File: config.mk
export PLATFORM = sky130hd
export DESIGN_NAME = ram_port_arbiter
export DESIGN_NICKNAME = d
export VERILOG_FILES = /design/src/rtl/ram_port_arbiter.sv
export SDC_FILE = /design/constraint.sdc
export NUM_CORES = 1
export LEC_CHECK = 0
export BUFFER_PORTS_ARGS = -buffer_cell sky130_fd_sc_hd__buf_2
export CAP_MARGIN = 40
export CORE_AREA = 8 8 96 98
export CTS_CLUSTER_DIAMETER = 40
export DETAILED_ROUTE_END_ITERATION = 10
export DIE_AREA = 0 0 104 106
export PLACE_DENSITY = 0.63
export SYNTH_ARGS = -nofsm -noshare
export SYNTH_HDL_FRONTEND = slang
export SYNTH_SLANG_ARGS = --single-unit
File: constraint.sdc
create_clock -name clk -period 1.5 [get_ports clk]
set_input_delay 0.15 -clock clk [delete_from_list [all_inputs] [get_ports clk]]
set_output_delay 0.15 -clock clk [all_outputs]
set_load 0.005 [all_outputs]
File: src/rtl/ram_port_arbiter.sv
// ---------------------------------------------------------------------------
// ram_port_arbiter
//
// Purpose:
//   Shares one single-port synchronous RAM between two masters. Arbitration
//   is combinational (zero-cycle grant) with a one-bit rotating priority, so
//   under continuous contention the grants alternate. Every granted
//   transaction, whether read or write, returns exactly one rvalid pulse to
//   its owner one cycle later. Read data is passed straight from the RAM.
//
// Ports:
//   clk                      clock, rising edge
//   rst_i                    synchronous active-high reset
//   m0_*_i / m1_*_i          master request: req, addr, we, be, wdata
//   m0_gnt_o / m1_gnt_o      request accepted this cycle (combinational)
//   m0_rvalid_o/m1_rvalid_o  one-cycle response pulse, one cycle after grant
//   m0_rdata_o / m1_rdata_o  read data (zero unless a read response)
//   ram_en_o, ram_we_o       RAM enable / write enable
//   ram_addr_o, ram_be_o,
//   ram_wdata_o              RAM request fields from the granted master
//   ram_rdata_i              RAM read data, valid one cycle after a read
// ---------------------------------------------------------------------------
module ram_port_arbiter #(
   parameter int ADDR_WIDTH = 15,
   parameter int DATA_WIDTH = 32
) (
   input  logic                      clk,
   input  logic                      rst_i,

   input  logic                      m0_req_i,
   input  logic [ADDR_WIDTH-1:0]     m0_addr_i,
   input  logic                      m0_we_i,
   input  logic [DATA_WIDTH/8-1:0]   m0_be_i,
   input  logic [DATA_WIDTH-1:0]     m0_wdata_i,
   output logic                      m0_gnt_o,
   output logic                      m0_rvalid_o,
   output logic [DATA_WIDTH-1:0]     m0_rdata_o,

   input  logic                      m1_req_i,
   input  logic [ADDR_WIDTH-1:0]     m1_addr_i,
   input  logic                      m1_we_i,
   input  logic [DATA_WIDTH/8-1:0]   m1_be_i,
   input  logic [DATA_WIDTH-1:0]     m1_wdata_i,
   output logic                      m1_gnt_o,
   output logic                      m1_rvalid_o,
   output logic [DATA_WIDTH-1:0]     m1_rdata_o,

   output logic                      ram_en_o,
   output logic                      ram_we_o,
   output logic [ADDR_WIDTH-1:0]     ram_addr_o,
   output logic [DATA_WIDTH/8-1:0]   ram_be_o,
   output logic [DATA_WIDTH-1:0]     ram_wdata_o,
   input  logic [DATA_WIDTH-1:0]     ram_rdata_i
);

   localparam int BE_WIDTH = DATA_WIDTH / 8;

   // Arbitration state: index of the master favoured on contention.
   logic r_prio_q;

   // Response state for the transaction granted in the previous cycle.
   logic r_rsp_valid_q;
   logic r_rsp_owner_q;
   logic r_rsp_read_q;

   logic w_gnt0;
   logic w_gnt1;
   logic w_any_gnt;
   logic w_gnt_idx;
   logic w_gnt_we;
   logic w_rsp_live;

   // ------------------------------------------------------------------------
   // Stage 0: combinational grant and RAM request mux
   // ------------------------------------------------------------------------
   always_comb begin
      w_gnt0    = m0_req_i & (~m1_req_i | ~r_prio_q);
      w_gnt1    = m1_req_i & (~m0_req_i |  r_prio_q);
      w_any_gnt = w_gnt0 | w_gnt1;
      w_gnt_idx = w_gnt1;
   end

   always_comb begin
      ram_en_o    = 1'b0;
      ram_we_o    = 1'b0;
      ram_addr_o  = '0;
      ram_be_o    = '0;
      ram_wdata_o = '0;
      if (w_gnt0) begin
         ram_en_o    = 1'b1;
         ram_we_o    = m0_we_i;
         ram_addr_o  = m0_addr_i;
         ram_be_o    = m0_be_i;
         ram_wdata_o = m0_wdata_i;
      end else if (w_gnt1) begin
         ram_en_o    = 1'b1;
         ram_we_o    = m1_we_i;
         ram_addr_o  = m1_addr_i;
         ram_be_o    = m1_be_i;
         ram_wdata_o = m1_wdata_i;
      end
   end

   assign w_gnt_we = ram_we_o;
   assign m0_gnt_o = w_gnt0;
   assign m1_gnt_o = w_gnt1;

   // ------------------------------------------------------------------------
   // Stage 0 -> 1: priority rotation and response capture
   // ------------------------------------------------------------------------
   always_ff @(posedge clk) begin
      if (rst_i) begin
         r_prio_q      <= 1'b0;
         r_rsp_valid_q <= 1'b0;
         r_rsp_owner_q <= 1'b0;
         r_rsp_read_q  <= 1'b0;
      end else begin
         // rsp_valid is a single-cycle pulse; it drops whenever no grant.
         r_rsp_valid_q <= w_any_gnt;
         if (w_any_gnt) begin
            // Favour the loser next time: strict alternation under contention.
            r_prio_q      <= ~w_gnt_idx;
            r_rsp_owner_q <= w_gnt_idx;
            r_rsp_read_q  <= ~w_gnt_we;
         end
      end
   end

   // ------------------------------------------------------------------------
   // Stage 1: response routing
   // ------------------------------------------------------------------------
   // Masking with rst_i drops a response that is in flight when reset hits.
   assign w_rsp_live  = r_rsp_valid_q & ~rst_i;
   assign m0_rvalid_o = w_rsp_live & ~r_rsp_owner_q;
   assign m1_rvalid_o = w_rsp_live &  r_rsp_owner_q;

   always_comb begin
      m0_rdata_o = '0;
      m1_rdata_o = '0;
      if (m0_rvalid_o && r_rsp_read_q) m0_rdata_o = ram_rdata_i;
      if (m1_rvalid_o && r_rsp_read_q) m1_rdata_o = ram_rdata_i;
   end

   // Byte-enable width is tied to the data width; keep it referenced.
   logic [BE_WIDTH-1:0] w_be_unused;
   assign w_be_unused = ram_be_o;

endmodule

==> results by group <==
Status
  • Result of the run: complete, but fails checks
  • Violations in the final reports: negative setup slack

Logic synthesis
  • Total nets after synthesis: slightly below 300
  • Top cell type's share of synthesized area: between 30% and 40%
  • Cell types with the largest area share after synthesis: sky130_fd_sc_hd__a22o_1 (38%), sky130_fd_sc_hd__and3_1 (34%), sky130_fd_sc_hd__dfxtp_1 (6.8%), sky130_fd_sc_hd__buf_6 (5.7%), sky130_fd_sc_hd__buf_2 (3.8%)
  • Async set or reset register ratio after synthesis: 0%
  • Yosys Warn Count: 0
  • Sequential element share of the synthesized area: 6.77%
  • Most frequent cells after synthesis: sky130_fd_sc_hd__and3_1 (64), sky130_fd_sc_hd__a22o_1 (51), sky130_fd_sc_hd__buf_2 (9), sky130_fd_sc_hd__clkbuf_1 (8), sky130_fd_sc_hd__buf_6 (6)
  • Number of different library cells in the post-synthesis netlist: 19
  • Number of synthesized flops with an enable pin: 0
  • Number of flip-flops and latches in the synthesized netlist: 4
  • Largest area contributor in the netlist: sky130_fd_sc_hd__a22o_1
  • Most frequently used flop master after synthesis: sky130_fd_sc_hd__dfxtp_1
  • Average size of a mapped cell: around 7.5 sq um
  • Mapped cell area: 1180 sq um
  • Most frequent cell after synthesis: sky130_fd_sc_hd__and3_1
  • Count of mapped cells out of synthesis: about 160

STA
  • Fin. max-slew vios: 0
  • Final hold violations: 0
  • Setup violators final: 52
  • FMAX: 632 MHz
  • Transition time of the tightest slew-check pin: 0.184 ns
  • Setup repair after global routing missed its margin: yes
  • Total Negative Setup Slacks: -2.54 ns
  • Portion of the clock cycle consumed by the worst path in the final layout: 106%
  • Final period demand of the worst path: 1.58 ns
  • Final clock skew: 0.00421 ns
  • Slew margin rel.: 87.7%
  • Slack of the critical path: -0.0832 ns

Route
  • Post-DR wirelength/cell: 19.4 microns
  • Via count: 2518
  • Via/cell ratio: 4.71
  • Routed Antenna Nets: 0
  • TritonRoute pass-1 iters: 4
  • Routed Wire Length: 10400 microns
  • DRC violation count after routing: 0
  • Number of DRC markers in iteration 0: 148

CTS
  • Number of H-tree levels: 1
  • CTS Root Buffer Type: sky130_fd_sc_hd__clkbuf_8
  • TritonCTS clock tree: done
  • Inserted Clock Buffers: 3
  • Clock transition time at the flip-flop clock pins of the worst setup and hold paths: 0.03 ns
  • Number of buffers between clock root and the deepest sink: 2
  • Clock network latency to the later pin of the worst-skew pair: 0.22 ns
  • Clock sink count: 4

Power and ir drop
  • Total power of the final layout: around 0.0012 W
  • P_leak: between 2 and 2.5 nW
  • Worst IR Drop VDD: roughly 0.64 mV
  • Pwr Density: 397 nW/um^2

Setup path
  • Required @ worst endpoint: 1.35 ns
  • Register-to-register setup slack: 0.11 ns
  • Largest fanout on the critical path: 5
  • Category of the critical setup timing path: reg2out
  • Cell type of the slowest stage on the worst timing path: sky130_fd_sc_hd__dfxtp_2
  • Startpoint class of the critical path: flop
  • Peak per-stage delay on the critical path: 0.31 ns
  • R2R depth: 7
  • Crit-path cells: nand2b_4, and2_4, clkbuf_16, a22o_1, buf_2
  • R2r endpoint: r_rsp_read_q
  • Capturing element type of the critical path: primary output
  • Worst EP arrival: 1.43 ns
  • Worst reg2reg path startpoint: r_prio_q

Flow run
  • Count of max-cap constraint violations: 0

Floorplan
  • Row cnt: 33
  • Initial standard-cell utilization of the core: 15.1%
  • Horizontal die dimension: 104 microns
  • Core area: 7850 sq um
  • Boundary pin count: 261
  • Height of the die: 106 microns
  • Overall die area: 11000 sq um

Finish
  • Synthesis-to-layout area growth: 163%
  • Summed area of non-filler cells in the final layout: 3110 sq um
  • Diode insertion count for antenna repair: 0
  • Count of filler cells inserted in the layout: ~800
  • Sequential cell area: 82.6 sq um
  • Fraction of final layout cells sized beyond drive strength 1: ~71%
  • Layout Nets: approximately 570
  • Multi-input gate area in the final layout: 991 sq um
  • Final Util: 39.6%

GRT
  • Initial antenna violation count: 0
  • Gr ovfl total: 0
  • Largest net degree at the start of global routing: 65
  • First-pass GRT wire length: 13100 microns
  • Number of global-route vias before repair: approximately 2200
  • Global Route Usage Sum: 14.1%

Placed design
  • Routability-driven placement congestion ratio: 0.887
  • Number of buffer cells added on primary ports: 260
  • Sum of net half-perimeters after detailed placement: 7280 microns
  • Placed instance area: ~2600 sq um
  • DP Worst Slack: 0.127 ns

Worst hold path
  • Worst Min Path Start: rst_i
  • Worst hold stages: 2
  • Hold Path Sink: r_prio_q
  • Kind of path behind the tightest hold check: in2reg
-- final cells by class --
class,count,area share (%)
Clock buffer,3,1.33
Multi-Input combinational cell,131,31.9
Sequential cell,4,2.65
Tap cell,105,4.22
Timing Repair Buffer,292,59.9
-- cell families after synthesis --
| kind of cell | count (synthesis) | share of synthesized area (%) |
|---|---|---|
| and+or+nand+nor | 75 | 40.6 |
| buffers and inverters | 24 | 12.7 |
| AOI/OAI and AO/OA | 54 | 40.0 |
| DFF | 4 | 6.77 |
-- cells in the final DEF, fill, tap and decap left out, drive strengths merged, types with 2 or more instances in the layout --
cell type  synthesis  layout
a22o              51      51
and2               1       3
and3              64      64
buf               16     283
clkbuf             8      12
dfxtp              4       4
nand2b             2       2
nor2               2       2
nor3               2       2
-- report_power, final --
group          internal (W)  leakage (nW)  total (W)  switching, W
Sequential         0.000116        0.0340   0.000122    0.00000621
Combinational      0.000514          2.08   0.000878      0.000364
Clock              0.000172        0.0216   0.000234     0.0000622
Total              0.000801          2.14    0.00123      0.000432
-- routing by layer --
layer | part of all wire, % | vias up | track usage (%)
met5 | 0 | - | 0
met4 | 1.1 | 0 | 2.48
met3 | 7.6 | 12 | 2.90
met2 | 51 | 147 | 26.3
met1 | 41 | 1182 | 16.5
li1 | - | 1177 | -
-- sequential cells by signal, indices dropped and copies added (netlist names) --
signal,count
r_rsp_valid_q,1
r_prio_q,1
r_rsp_read_q,1
r_rsp_owner_q,1
-- critical path: cells and delay by family (launching register included) --
| family | cells | cell delay, ns |
|---|---|---|
| buf+inv | 2 | 0.30 |
| simple gates | 2 | 0.37 |
| flops | 1 | 0.31 |
| compound gates | 1 | 0.22 |
-- stage by stage --
step                      std cells  hold slack (ns)
after global routing            535            0.200
after global placement          504            0.398
after CTS                       513            0.164
final                           535            0.181
after detailed placement        504            0.403
after floorplan                 157            0.219
-- repair_timing --
item	CTS	global route
pin swaps	9	33
buffers inserted	3	6
hold buffers	0	0
endpoints found under the hold margin	0	0
gates cloned	3	16
endpoints found under the setup margin	48	71
resized for setup	5	13
-- how the worst max path moves through the flow --
stage             start         endpoint  depth (start not counted)  slack, ns
2_1_floorplan  r_prio_q   ram_addr_o[10]                          5       0.27
4_1_cts        r_prio_q    ram_addr_o[1]                          5      -0.08
6_report       r_prio_q   ram_wdata_o[5]                          5      -0.08
3_5_place_dp   r_prio_q  ram_wdata_o[29]                          5       0.13
3_3_place_gp   r_prio_q    ram_addr_o[7]                          5       0.15
5_1_grt        r_prio_q   ram_addr_o[13]                          6      -0.12
No activity file was read; power rests on OpenSTA's default activity.
